<file path="config.mk">
export PLATFORM = sky130hd
export DESIGN_NAME = pic_ctrl_flat
export DESIGN_NICKNAME = d
export VERILOG_FILES = /design/src/rtl/pic_if.sv /design/src/rtl/pic_ctrl.sv /design/src/flat_wrapper.sv
export SDC_FILE = /design/constraint.sdc
export NUM_CORES = 1
export LEC_CHECK = 0
export BUFFER_PORTS_ARGS = -buffer_cell sky130_fd_sc_hd__buf_4
export CORE_MARGIN = 4
export CORE_UTILIZATION = 52
export DETAILED_ROUTE_END_ITERATION = 8
export HOLD_SLACK_MARGIN = 0.08
export PLACE_DENSITY_LB_ADDON = 0.3
export SETUP_SLACK_MARGIN = 0.2
export SKIP_CTS_REPAIR_TIMING = 1
export SYNTH_ARGS = -nofsm -noshare
export SYNTH_HDL_FRONTEND = slang
export SYNTH_SLANG_ARGS = --single-unit
export TNS_END_PERCENT = 5
</file>
<file path="constraint.sdc">
create_clock -name clk -period 3.6 [get_ports clk]
set_input_delay 0.72 -clock clk [delete_from_list [all_inputs] [get_ports clk]]
set_output_delay 0.72 -clock clk [all_outputs]
set_load 0.05 [all_outputs]
</file>
<file path="src/rtl/pic_if.sv">
// pic_if: CPU/device-side bundle of the interrupt controller (requests, acknowledge, register bus)
//   irq     device request lines        intack  CPU acknowledge pulse
//   int_out interrupt request to CPU    vector  vector latched on intack
//   reg_sel/reg_wr/wdata register write port, rdata combinational read
interface pic_if #(parameter int NUM_IRQ = 8);
  logic [NUM_IRQ-1:0] irq;
  logic               intack;
  logic               int_out;
  logic [15:0]        vector;
  logic [1:0]         reg_sel;
  logic               reg_wr;
  logic [15:0]        wdata;
  logic [15:0]        rdata;
  modport master (output irq, intack, reg_sel, reg_wr, wdata, input int_out, vector, rdata);
  modport slave (input irq, intack, reg_sel, reg_wr, wdata, output int_out, vector, rdata);
endinterface

</file>
<file path="src/rtl/pic_ctrl.sv">
// pic_ctrl: prioritised interrupt controller with MASK/TRIG/PEND/ISR registers and nested service
//   clk, rst_n  clock and asynchronous active-low reset
//   bus         pic_if.slave: irq, intack, reg_sel/reg_wr/wdata in; int_out, vector, rdata out
//   PIC_ROTATE_PRIORITY_EN  when defined, EOI rotates priority so the serviced channel drops to lowest
module pic_ctrl #(
  parameter int          NUM_IRQ  = 8,
  parameter logic [15:0] VEC_BASE = 16'h0000
) (
  input logic clk,
  input logic rst_n,
  pic_if.slave bus
);
  localparam int N = NUM_IRQ;
  typedef logic [N-1:0] vec_t;
  vec_t mask, trig, pend, isr, irq_q;
  vec_t edge_s, wclr, aclr, pbase, pend_n, mask_n, isr_n;
  logic [3:0] ptr, ptr_n;
  logic [4:0] win, eoi, win_n, top_n;
  logic wr_mask, wr_trig, wr_pend, wr_isr, eoi_v, int_n, int_r;
  logic [15:0] vec_r;
  logic unused_wdata;
  // {found, index} of the highest-priority set bit; scanning from lowest to highest lets the last hit win
  function automatic logic [4:0] pick(input vec_t v, input logic [3:0] p);
    logic [4:0] r;
    int j;
    r = '0;
    for (int k = N - 1; k >= 0; k--) begin
      j = (int'(p) + k) % N;
      if (v[j]) r = {1'b1, 4'(j)};
    end
    return r;
  endfunction
  function automatic logic [3:0] rank(input logic [3:0] i, input logic [3:0] p);
    return 4'((int'(i) - int'(p) + N) % N);
  endfunction
  assign wr_mask = bus.reg_wr && bus.reg_sel == 2'd0;
  assign wr_trig = bus.reg_wr && bus.reg_sel == 2'd1;
  assign wr_pend = bus.reg_wr && bus.reg_sel == 2'd2;
  assign wr_isr  = bus.reg_wr && bus.reg_sel == 2'd3;
  assign win     = pick(pend & ~mask, ptr);
  assign eoi     = pick(isr, ptr);
  assign eoi_v   = wr_isr && eoi[4];
  assign edge_s  = bus.irq & ~irq_q & trig;
  assign wclr    = wr_pend ? bus.wdata[N-1:0] & trig : '0;
  assign aclr    = bus.intack && win[4] ? trig & (vec_t'(1) << win[3:0]) : '0;
  // level bits are never cleared, so wclr/aclr only ever touch edge bits
  assign pbase   = pend & ~wclr & ~aclr;
  assign pend_n  = (trig & (pbase | edge_s)) | (~trig & bus.irq);
  assign mask_n  = wr_mask ? bus.wdata[N-1:0] : mask;
  // EOI retires the old top bit before the acknowledged winner is marked in service
  assign isr_n   = (eoi_v ? isr & ~(vec_t'(1) << eoi[3:0]) : isr) |
                   (bus.intack && win[4] ? vec_t'(1) << win[3:0] : '0);
`ifdef PIC_ROTATE_PRIORITY_EN
  assign ptr_n = eoi_v ? (eoi[3:0] == 4'(N - 1) ? 4'd0 : eoi[3:0] + 4'd1) : ptr;
  always_ff @(posedge clk or negedge rst_n)
    if (!rst_n) ptr <= '0;
    else ptr <= ptr_n;
`else
  assign ptr   = '0;
  assign ptr_n = '0;
`endif
  // int_out looks at the post-edge MASK/ISR/pointer so acks, EOIs and mask writes show next cycle,
  // but at the pre-edge PEND so a new edge takes one extra cycle to reach the CPU
  assign win_n = pick(pbase & ~mask_n, ptr_n);
  assign top_n = pick(isr_n, ptr_n);
  assign int_n = win_n[4] && (!top_n[4] || rank(win_n[3:0], ptr_n) < rank(top_n[3:0], ptr_n));
  always_ff @(posedge clk or negedge rst_n)
    if (!rst_n) begin
      mask  <= '1;
      trig  <= '0;
      pend  <= '0;
      isr   <= '0;
      irq_q <= '0;
      int_r <= 1'b0;
      vec_r <= VEC_BASE;
    end else begin
      mask  <= mask_n;
      trig  <= wr_trig ? bus.wdata[N-1:0] : trig;
      pend  <= pend_n;
      isr   <= isr_n;
      irq_q <= bus.irq;
      int_r <= int_n;
      if (bus.intack) vec_r <= VEC_BASE + (win[4] ? 16'(win[3:0]) : 16'(N));
    end
  assign bus.int_out = int_r;
  assign bus.vector  = vec_r;
  assign bus.rdata   = bus.reg_sel == 2'd0 ? 16'(mask) :
                       bus.reg_sel == 2'd1 ? 16'(trig) :
                       bus.reg_sel == 2'd2 ? 16'(pend) : 16'(isr);
  assign unused_wdata = ^bus.wdata;
endmodule

</file>
<file path="src/flat_wrapper.sv">
// flat-port wrapper written by rule: the top's interface ports become plain ports
module pic_ctrl_flat 
#(
  parameter int          NUM_IRQ  = 8,
  parameter logic [15:0] VEC_BASE = 16'h0000
)
  (clk, rst_n, bus_irq, bus_intack, bus_reg_sel, bus_reg_wr, bus_wdata, bus_int_out, bus_vector, bus_rdata);
  pic_if #(.NUM_IRQ(NUM_IRQ)) bus_i ();
  input logic clk;
  input logic rst_n;
  input wire logic [$bits(bus_i.irq)-1:0] bus_irq;
  input wire logic [$bits(bus_i.intack)-1:0] bus_intack;
  input wire logic [$bits(bus_i.reg_sel)-1:0] bus_reg_sel;
  input wire logic [$bits(bus_i.reg_wr)-1:0] bus_reg_wr;
  input wire logic [$bits(bus_i.wdata)-1:0] bus_wdata;
  output wire logic [$bits(bus_i.int_out)-1:0] bus_int_out;
  output wire logic [$bits(bus_i.vector)-1:0] bus_vector;
  output wire logic [$bits(bus_i.rdata)-1:0] bus_rdata;
  assign bus_i.irq = bus_irq;
  assign bus_i.intack = bus_intack;
  assign bus_i.reg_sel = bus_reg_sel;
  assign bus_i.reg_wr = bus_reg_wr;
  assign bus_i.wdata = bus_wdata;
  assign bus_int_out = bus_i.int_out;
  assign bus_vector = bus_i.vector;
  assign bus_rdata = bus_i.rdata;
  pic_ctrl #(.NUM_IRQ(NUM_IRQ), .VEC_BASE(VEC_BASE)) u_core (.clk(clk), .rst_n(rst_n), .bus(bus_i));
endmodule
</file>
---- Yosys cells after proc, flatten, opt, wreduce, memory -nomap -nowiden ----
Cells that the tools add are included.
storage, ports and cells
  register bits ........................... 57
  input port bits ......................... 30
  output and inout port bits .............. 33
  word-level logic and storage cells ...... 91
operators by class
  $add $sub $neg .......................... 2
  $lt $le $gt $ge ......................... 1
  equality and inequality tests ........... 3
  shift operators ......................... 2
  multiplexer cells ....................... 41
  bitwise gates (word level) .............. 23
  reduce and logical (&&, ||, !) cells .... 12
operator list
  cell                                                               number
  5-bit two-way mux                                                  32
  8-bit bitwise AND                                                  11
  8-bit two-way mux                                                  8
  8-bit inverter                                                     7
  8-bit bitwise OR                                                   3
  1-bit by 4-bit << shifter with 8-bit output, first input constant  2
  1-bit logical AND                                                  7
  3-bit by 1-bit adder with 3-bit output, second input constant      2
  3-bit OR reduction                                                 2
  2-bit == test, second input constant                               2
  4-bit less-than comparator                                         1
  4-bit two-way mux                                                  1
  1-bit bitwise AND, first input constant                            2
  2-bit by 1-bit == test with 1-bit output, second input constant    1
  2-bit zero test                                                    1
  1-bit zero test                                                    1
  1-bit logical OR                                                   1

---- Depth between registers and ports, before layout ----
Gate-level depths: netlist (run 1).
  word-level depth ........................ 30
  depth in mapped cells ................... 15
  gate-level depth less buffers ........... 13

---- Worst setup path before layout (run 1) ----
No wires, ideal clock.
  path kind ............................... input-to-reg
  start point ............................. input bus_reg_sel[0]
  end point ............................... register u_core.int_r, in the netlist u_core.bus.int_out
  setup time .............................. 0.123 ns
  data arrival time ....................... 3.410 ns
  data required time ...................... 3.477 ns
  path slack .............................. 0.067 ns
  stages on the path ...................... 15
  path buffers ............................ 2
  cells stage by stage .................... buf_6 or3b_1 buf_6 a21oi_1 o21ai_1 a32o_1 a22o_1 nand2b_1 a21oi_1 ha_1 nand2_1 a211o_1 a2111oi_0 nor3_1 o221a_2
on the way
  longest elaborated chain between the ends .. 21
  elaborated cells on any way between the ends .. 42
  classes of those cells .................. add/sub (2); order compare (1); eq/ne (2); mux (19); bitwise (8); reduce/logical (10)
ends and longest elaborated chain
  what                                    line                source
  start, declared                         flat_wrapper.sv:13  input wire logic [$bits(bus_i.reg_sel)-1:0] bus_reg_sel;
  2-bit == test                           pic_ctrl.sv:38      assign wr_pend = bus.reg_wr && bus.reg_sel == 2'd2;
  1-bit logical AND                       pic_ctrl.sv:38
  8-bit two-way mux                       pic_ctrl.sv:44      assign wclr = wr_pend ? bus.wdata[N-1:0] & trig : '0;
  8-bit inverter                          pic_ctrl.sv:47      assign pbase = pend & ~wclr & ~aclr;
  8-bit bitwise AND (2 in series)         pic_ctrl.sv:47
  8-bit bitwise AND                       pic_ctrl.sv:64      assign win_n = pick(pbase & ~mask_n, ptr_n);
  5-bit two-way mux (8 in series)         pic_ctrl.sv:29      if (v[j]) r = {1'b1, 4'(j)};
  3-bit by 1-bit adder with 3-bit output  pic_ctrl.sv:34      return 4'((int'(i) - int'(p) + N) % N);
  3-bit OR reduction (no source line)     n/a
  1-bit bitwise AND (no source line)      n/a
  4-bit less-than comparator              pic_ctrl.sv:66      assign int_n = win_n[4] && (!top_n[4] || rank(win_n[3:0], ptr_n) < rank(top_n[3:0], ptr_n));
  1-bit logical OR                        pic_ctrl.sv:66
  1-bit logical AND (*)                   pic_ctrl.sv:66
  via u_core.int_n                        pic_ctrl.sv:19      logic wr_mask, wr_trig, wr_pend, wr_isr, eoi_v, int_n, int_r;
  end signal, assigned                    pic_ctrl.sv:82      int_r <= int_n;
  end, declared                           pic_ctrl.sv:19
Mark *: on every way through the listed nets, which the timed path passes. The rest lies on a longest branch.
A chain may end at the register's enable or synchronous reset.

---- Worst setup path in the final report (run 1) ----
  start point ............................. input bus_reg_sel[1]
  end point ............................... register u_core.int_r, in the netlist u_core.bus.int_out
on the way
  elaborated cells on any way between the ends .. 42
  classes of those cells .................. add/sub (2); order compare (1); eq/ne (2); mux (19); bitwise (8); reduce/logical (10)
RTL lines
  what                                    line            source
  2-bit zero test (*)                     pic_ctrl.sv:36  assign wr_mask = bus.reg_wr && bus.reg_sel == 2'd0;
  1-bit logical AND (*)                   pic_ctrl.sv:36
  8-bit two-way mux (*)                   pic_ctrl.sv:49  assign mask_n = wr_mask ? bus.wdata[N-1:0] : mask;
  via u_core.mask_n[3]                    pic_ctrl.sv:16  vec_t edge_s, wclr, aclr, pbase, pend_n, mask_n, isr_n;
  8-bit inverter (*)                      pic_ctrl.sv:64
  8-bit bitwise AND (*)                   pic_ctrl.sv:64
  5-bit two-way mux (*) (4 in series)     pic_ctrl.sv:29
  3-bit by 1-bit adder with 3-bit output  pic_ctrl.sv:34
  3-bit OR reduction (no source line)     n/a
  1-bit bitwise AND (no source line)      n/a
  4-bit less-than comparator              pic_ctrl.sv:66
  1-bit logical OR                        pic_ctrl.sv:66
  1-bit logical AND (*)                   pic_ctrl.sv:66
  via u_core.int_n                        pic_ctrl.sv:19
Marks and branches as above.

==> results.yml, run 1 <==
clocking:
  cts_tree: "yes"
  cts_made_buffers: 5
  clk_pin_slew_ns: 0.09
  cts_sinks: 45
  cts_buffer_depth: 2
  h-tree-depth: 2
  ctsRootBufferMaster: "clkbuf_8"
  clkLatencyLatePin_ns: 0.30
yosys:
  seq_area_frac_synth: 0.397
  yosys.area_share.xor_xnor: 0
  yosys_warnings: 0
  yosysTopAreaCellShare: 0.323
  synthMuxAreaShare: 0.110
  synth_compound_area_frac: 0.195
  synth_async_sr_flop_share: 1.00
  syn-cell-area_um2: 2860
  yosysTopAreaCell: "dfrtp_1"
  syn_area_per_cell_um2: 9.45
  synthTopCellsByArea: "dfrtp_1 (32%), dfstp_2 (7.3%), nand2_1 (6.7%)"
  synth_simple_gate_area_frac: 0.203
  synth_top_family_by_area: "simple AND/OR/NAND/NOR gates"
  synth-seq-cells: 45
  ys_types: 60
  synth_flop_cell: "dfrtp_1"
  synth-edff-count: 0
  synth.most_common_cell: "nand2_1"
  syn-instance-count: 303
  synth_common_cells: "nand2_1 (51), dfrtp_1 (37), buf_4 (21)"
  yosys.area_share.adder: 0.00874
power:
  combPwrFrac: 0.469
  power.leakage_nw: 1.53
  p_int_mw: 1.19
  powerDensity_nw_per_um2: 606
  p_sw_mw: 0.891
  clock_power_share: 0.156
  pwr-share-seq: 0.376
  ir_worst_vdd_mv: 0.281
  fin_total_pwr_mw: 2.08
  switching_share: 0.428
drt:
  drt_wl_total_um: 7410
  viasPerCell: 5.75
  drt-initial-drc-count: 207
  wl_per_cell_um: 17.1
  drt_pass1_iterations: 4
  drc: 0
  detail-route-antenna-nets: 0
  vias: 2491
layout:
  fin_nets: 394
  final_cells: 433
  diodes: 0
  syn_to_final_growth_pct: 19.8
  finalCoreUtilization: 0.659
  drive_above_1_share: 0.314
setup_path:
  cp_top_family: "simple AND/OR/NAND/NOR gates"
  critPathCaptureType: "register"
  max_stage_delay_ns: 0.40
  crit_slowest_cell: "mux2_2"
  crit_chain: "buf_4 -> buf_4 -> nor3b_4 -> mux2_2 -> or2_2 -> nor2_1 -> nor2_1 -> a21oi_2 -> ha_1 -> nand2_1 -> a211o_1 -> a2111oi_2 -> nor3_1 -> o221a_2"
  cp-start-kind: "input port"
  critPathBufInv: 2
  required_ns: 3.79
  path_max_fanout: 4
  cp_data_arrival_time_ns: 3.46
  path_class: "in -> reg"
timing:
  fmax_ghz: 0.305
  slew_viol_final: 0
  setup_viol: 0
  min_period_ns: 3.27
  fin_skew_ns: 0.00883
  finalCritPeriodShare: 0.909
  grt_setup_unrepaired: "false"
  hold_viol_final: 0
  slew_headroom: 0.608
  worst_slew_pin_slew_ns: 0.586
placed_design:
  place.gp.congestion: 0.939
  io_buffer_count: 34
  dpl.hpwl_um: 5540
  dp_cells: 424
status:
  status: "finished, final reports clean"
die:
  pin_count: 63
  die-area_um2: 6760
  rows: 26
  start_util: 0.550
  core-area_um2: 5200
  die_w_um: 82.2
  fp.dieH_um: 82.2
global_routing:
  antenna_found_initial: 0
  grt_pass1_wl_um: 11900
  grt.total_usage: 0.234
  overflow: 0
  grt_max_degree: 46
  grt_pass1_vias: 2421
hold_path:
  hold_class: "in -> async"
job:
  cap_violations: 0
==> logic make-up (layout without fill, tap and decap cells) <==
group | count (synthesis) | after routing
flops | 45 | 45
fa+ha+maj | 2 | 2
mux | 20 | 20
buf+inv | 39 | 80
simple gates | 117 | 117
other cells | 1 | 20
compound gates | 79 | 79
==> stage by stage <==
step	setup slack, ns	instance area (um^2)	setup TNS (ns)	hold slack (ns)
2_1_floorplan	0.204	2950	0	0.424
3_3_place_gp	-0.0639	3300	-0.0639	0.469
3_5_place_dp	-0.0626	3300	-0.0626	0.481
4_1_cts	0.254	3390	0	0.431
5_1_grt	0.193	3430	0	0.449
6_report	0.326	3430	0	0.403
==> cell usage in the layout, fill, tap and decap left out, types with 3 or more instances in the layout <==
cell type	Yosys	final
o21ai_0	13	11
a21o_1	4	4
mux2_2	12	12
dfrtp_1	37	37
a22oi_1	3	3
nor3_1	5	5
buf_4	21	61
a32o_1	5	5
inv_1	9	9
nor2_1	14	13
nand2_1	51	51
nor2b_1	8	8
nand3_1	9	9
nand2b_1	13	13
o2111ai_1	3	3
a22o_1	6	6
clkbuf_8	0	6
mux4_2	8	8
a21oi_2	1	5
conb_1	1	20
a21oi_1	18	14
dfstp_2	8	8
==> state kept, by name, summed over array words and instances (netlist names) <==
register / cells
u_core.trig: 8
u_core.bus.int_out: 1
u_core.irq_q: 8
u_core.bus.vector: 4
u_core.pend: 8
u_core.mask: 8
u_core.isr: 8
==> final cells by class <==
class	instances	area (um^2)
multi-input cells	238	1600
flip-flops and latches	45	1140
well taps	70	87.6
inverters	9	33.8
fillers	441	1770
clock buffers	8	90.1
repair buffers	63	480
==> worst reg2reg max path, cell delays in order, from the launching register on <==
cell and delay, ns:
dfstp_2 0.57, nand2b_1 0.19, o21a_1 0.24, and2_1 0.31, a32o_1 0.21, a22o_1 0.15
nand2b_1 0.13, a21oi_2 0.06, ha_1 0.30, nand2_1 0.07, a211o_1 0.31, a2111oi_2 0.23
nor3_1 0.11, o221a_2 0.25
==> power groups by stage <==
stage / registers, mW / logic, mW / clock network (mW)
6_report: 0.781 / 0.974 / 0.324
5_1_grt: 0.801 / 1.06 / 0.352
4_1_cts: 0.775 / 0.939 / 0.331
3_5_place_dp: 0.784 / 0.933 / 0
3_3_place_gp: 0.777 / 0.917 / 0
2_1_floorplan: 0.785 / 0.628 / 0
==> final timing paths <==
| kind | cells after the start | from | to | slack [ns] |
|---|---|---|---|---|
| worst max-delay path | 14 | bus_reg_sel[1] | u_core.bus.int_out$_DFF_PN0_ | 0.33 |
| min in group clk | 2 | u_core.mask[5]$_DFF_PN1_ | u_core.mask[5]$_DFF_PN1_ | 0.49 |
| worst max register to register | 13 | u_core.mask[4]$_DFF_PN1_ | u_core.bus.int_out$_DFF_PN0_ | 0.38 |
| worst min register to register | 2 | u_core.mask[5]$_DFF_PN1_ | u_core.mask[5]$_DFF_PN1_ | 0.49 |
| max in group asynchronous | 1 | rst_n | u_core.mask[5]$_DFF_PN1_ | 2.79 |
| worst min-delay path | 1 | rst_n | u_core.irq_q[2]$_DFF_PN0_ | 0.40 |
==> routing by layer <==
| metal | global-route usage | wire [um] | vias up | share of wire |
|---|---|---|---|---|
| met5 | 0 | 0 | - | 0 |
| met4 | 0.0515 | 80 | 0 | 0.011 |
| met3 | 0.0456 | 534 | 14 | 0.072 |
| met2 | 0.401 | 3690 | 90 | 0.50 |
| met1 | 0.306 | 3100 | 1204 | 0.42 |
| li1 | - | - | 1183 | - |
(Power assumes the default switching activity.)
==> inputs of run 2 (changes only) <==
--- a/config.mk
+++ b/config.mk
@@ -10,7 +10,7 @@
 export CORE_UTILIZATION = 52
 export DETAILED_ROUTE_END_ITERATION = 8
 export HOLD_SLACK_MARGIN = 0.08
-export PLACE_DENSITY_LB_ADDON = 0.3
+export PLACE_DENSITY_LB_ADDON = 0.08
 export SETUP_SLACK_MARGIN = 0.2
 export SKIP_CTS_REPAIR_TIMING = 1
 export SYNTH_ARGS = -nofsm -noshare
==> constraint.sdc (replaced) <==
create_clock -name clk -period 3.91 [get_ports clk]
set_input_delay 0.782 -clock clk [delete_from_list [all_inputs] [get_ports clk]]
set_output_delay 0.782 -clock clk [all_outputs]
set_load 0.05 [all_outputs]
==> results.yml, run 2 (synthesized netlist as in run 1, its figures left out) <==
status:
  status: "finished, final reports clean"
setup_path:
  critPathLaunch: "bus_reg_sel[0]"
  crit_end: "u_core.bus.int_out$_DFF_PN0_"
  r2r_end: "u_core.bus.int_out$_DFF_PN0_"
  path_class: "in -> reg"
  cp_data_arrival_time_ns: 3.66
  required_ns: 4.10
  r2r_setup_slack_ns: 0.53
  cp-start-kind: "input port"
  cpMostUsedCell: "a21oi_1"
  path_max_fanout: 8
  max_stage_delay_ns: 0.45
  rr_startpoint: "u_core.mask[2]$_DFF_PN1_"
  crit_slowest_cell: "or3b_4"
  critPathCaptureType: "register"
  crit_chain: "buf_4 -> or3b_4 -> a21oi_1 -> o21ai_0 -> a32o_1 -> a22o_1 -> nand2b_1 -> a21oi_1 -> ha_1 -> nand2_1 -> a211o_1 -> a2111oi_1 -> nor3_1 -> o221a_2"
  reg2regPathDepth: 13
global_routing:
  antenna_found_initial: 0
  grt_max_degree: 46
  grt_pass1_wl_um: 11700
  grt.total_usage: 0.231
  grt_pass1_vias: 2368
  overflow: 0
layout:
  seq_area_um2: 1140
  final_cell_mix: "nand2_1 (51), buf_4 (51), dfrtp_1 (37)"
  multi_input_area_um2: 1570
  drive_above_1_share: 0.270
  diodes: 0
  fin_nets: 383
  nFillCells: 457
  syn_to_final_growth_pct: 15.9
placed_design:
  io_buffer_count: 34
  place.gp.congestion: 0.942
  dpl.hpwl_um: 5500
  place_ws_ns: 0.0340
timing:
  hold_viol_final: 0
  slew_headroom: 0.572
  worst_slew_pin_slew_ns: 0.642
  fmax_ghz: 0.288
  finalWorstSetupSlack_ns: 0.436
  fin_skew_ns: 0.00628
  slew_viol_final: 0
  finalCritPeriodShare: 0.888
  fin_hold_ws_ns: 0.470
  tns_ns: 0
  grt_setup_unrepaired: "false"
  min_period_ns: 3.47
  setup_viol: 0
drt:
  drt-initial-drc-count: 141
  drt_pass1_iterations: 4
  drt_wl_total_um: 7250
  wl_per_cell_um: 17.2
  viasPerCell: 5.77
  detail-route-antenna-nets: 0
  drc: 0
  vias: 2435
clocking:
  clk_pin_slew_ns: 0.08
  cts_tree: "yes"
  cts_made_buffers: 5
  clkLatencyLatePin_ns: 0.30
  ctsRootBufferMaster: "clkbuf_8"
  cts_sinks: 45
  cts_buffer_depth: 2
  h-tree-depth: 2
die:
  die_w_um: 82.2
  die-area_um2: 6760
  fp.dieH_um: 82.2
  rows: 26
  start_util: 0.550
  pin_count: 63
  core-area_um2: 5200
hold_path:
  hold_class: "in -> async"
power:
  ir_worst_vdd_mv: 0.258
  power.leakage_nw: 1.48
  powerDensity_nw_per_um2: 559
job:
  cap_violations: 0
-- run 2: changes by cell type in the layout (fill, tap and decap cells not counted), moves of 2 or more --
cell and change:
buf_4 -10, a21oi_1 +4, a21oi_2 -4, buf_6 -2, o21ai_0 +2
-- run 2: final cells by class --
type                            instances  share of cell area
Sequential cell                        45               0.343
Multi-Input combinational cell        238               0.472
Timing Repair Buffer                   52               0.121
Clock buffer                            8              0.0272
Tap cell                               70              0.0264
Inverter                                9              0.0102
-- run 2: metal layers --
metal	part of all wire	global-route usage	wire (um)
met5	0	0	0
met4	0.019	0.0764	140
met3	0.054	0.0412	389
met2	0.49	0.386	3540
met1	0.44	0.302	3180
-- run 2: per-stage QoR --
step | area, um^2 | power [mW] | util | instances
floorplan | 2930 | 1.29 | - | 322
global placement | 3220 | 1.53 | 0.618 | 414
detailed placement | 3220 | 1.55 | 0.618 | 414
CTS | 3310 | 1.85 | 0.635 | 422
global route | 3320 | 1.97 | 0.637 | 422
finish | 3320 | 1.85 | 0.637 | 422
-- run 2: worst min-delay path by stage --
stage	from	endpoint	slack (ns)	cells past startpoint
6_report	rst_n	u_core.irq_q[2]$_DFF_PN0_	0.47	1
3_5_place_dp	u_core.bus.vector[0]$_DFFE_PN0P_	u_core.bus.vector[0]$_DFFE_PN0P_	0.47	2
2_1_floorplan	u_core.mask[4]$_DFF_PN1_	u_core.mask[4]$_DFF_PN1_	0.45	2
3_3_place_gp	u_core.mask[4]$_DFF_PN1_	u_core.mask[4]$_DFF_PN1_	0.47	2
4_1_cts	rst_n	u_core.irq_q[2]$_DFF_PN0_	0.49	1
5_1_grt	u_core.mask[5]$_DFF_PN1_	u_core.mask[5]$_DFF_PN1_	0.51	2
-- run 2: critical path: cells and delay by family --
family | cells | cell delay [ns]
AO/OA/AOI/OAI | 8 | 1.74
adder cells (fa/ha/maj) | 1 | 0.31
buffers and inverters | 1 | 0.12
AND/OR/NAND/NOR | 4 | 0.69
-- run 2: power breakdown --
part	switching, mW	internal (mW)
clock	0.152	0.144
combinational	0.505	0.336
sequential	0.140	0.577
total	0.797	1.06
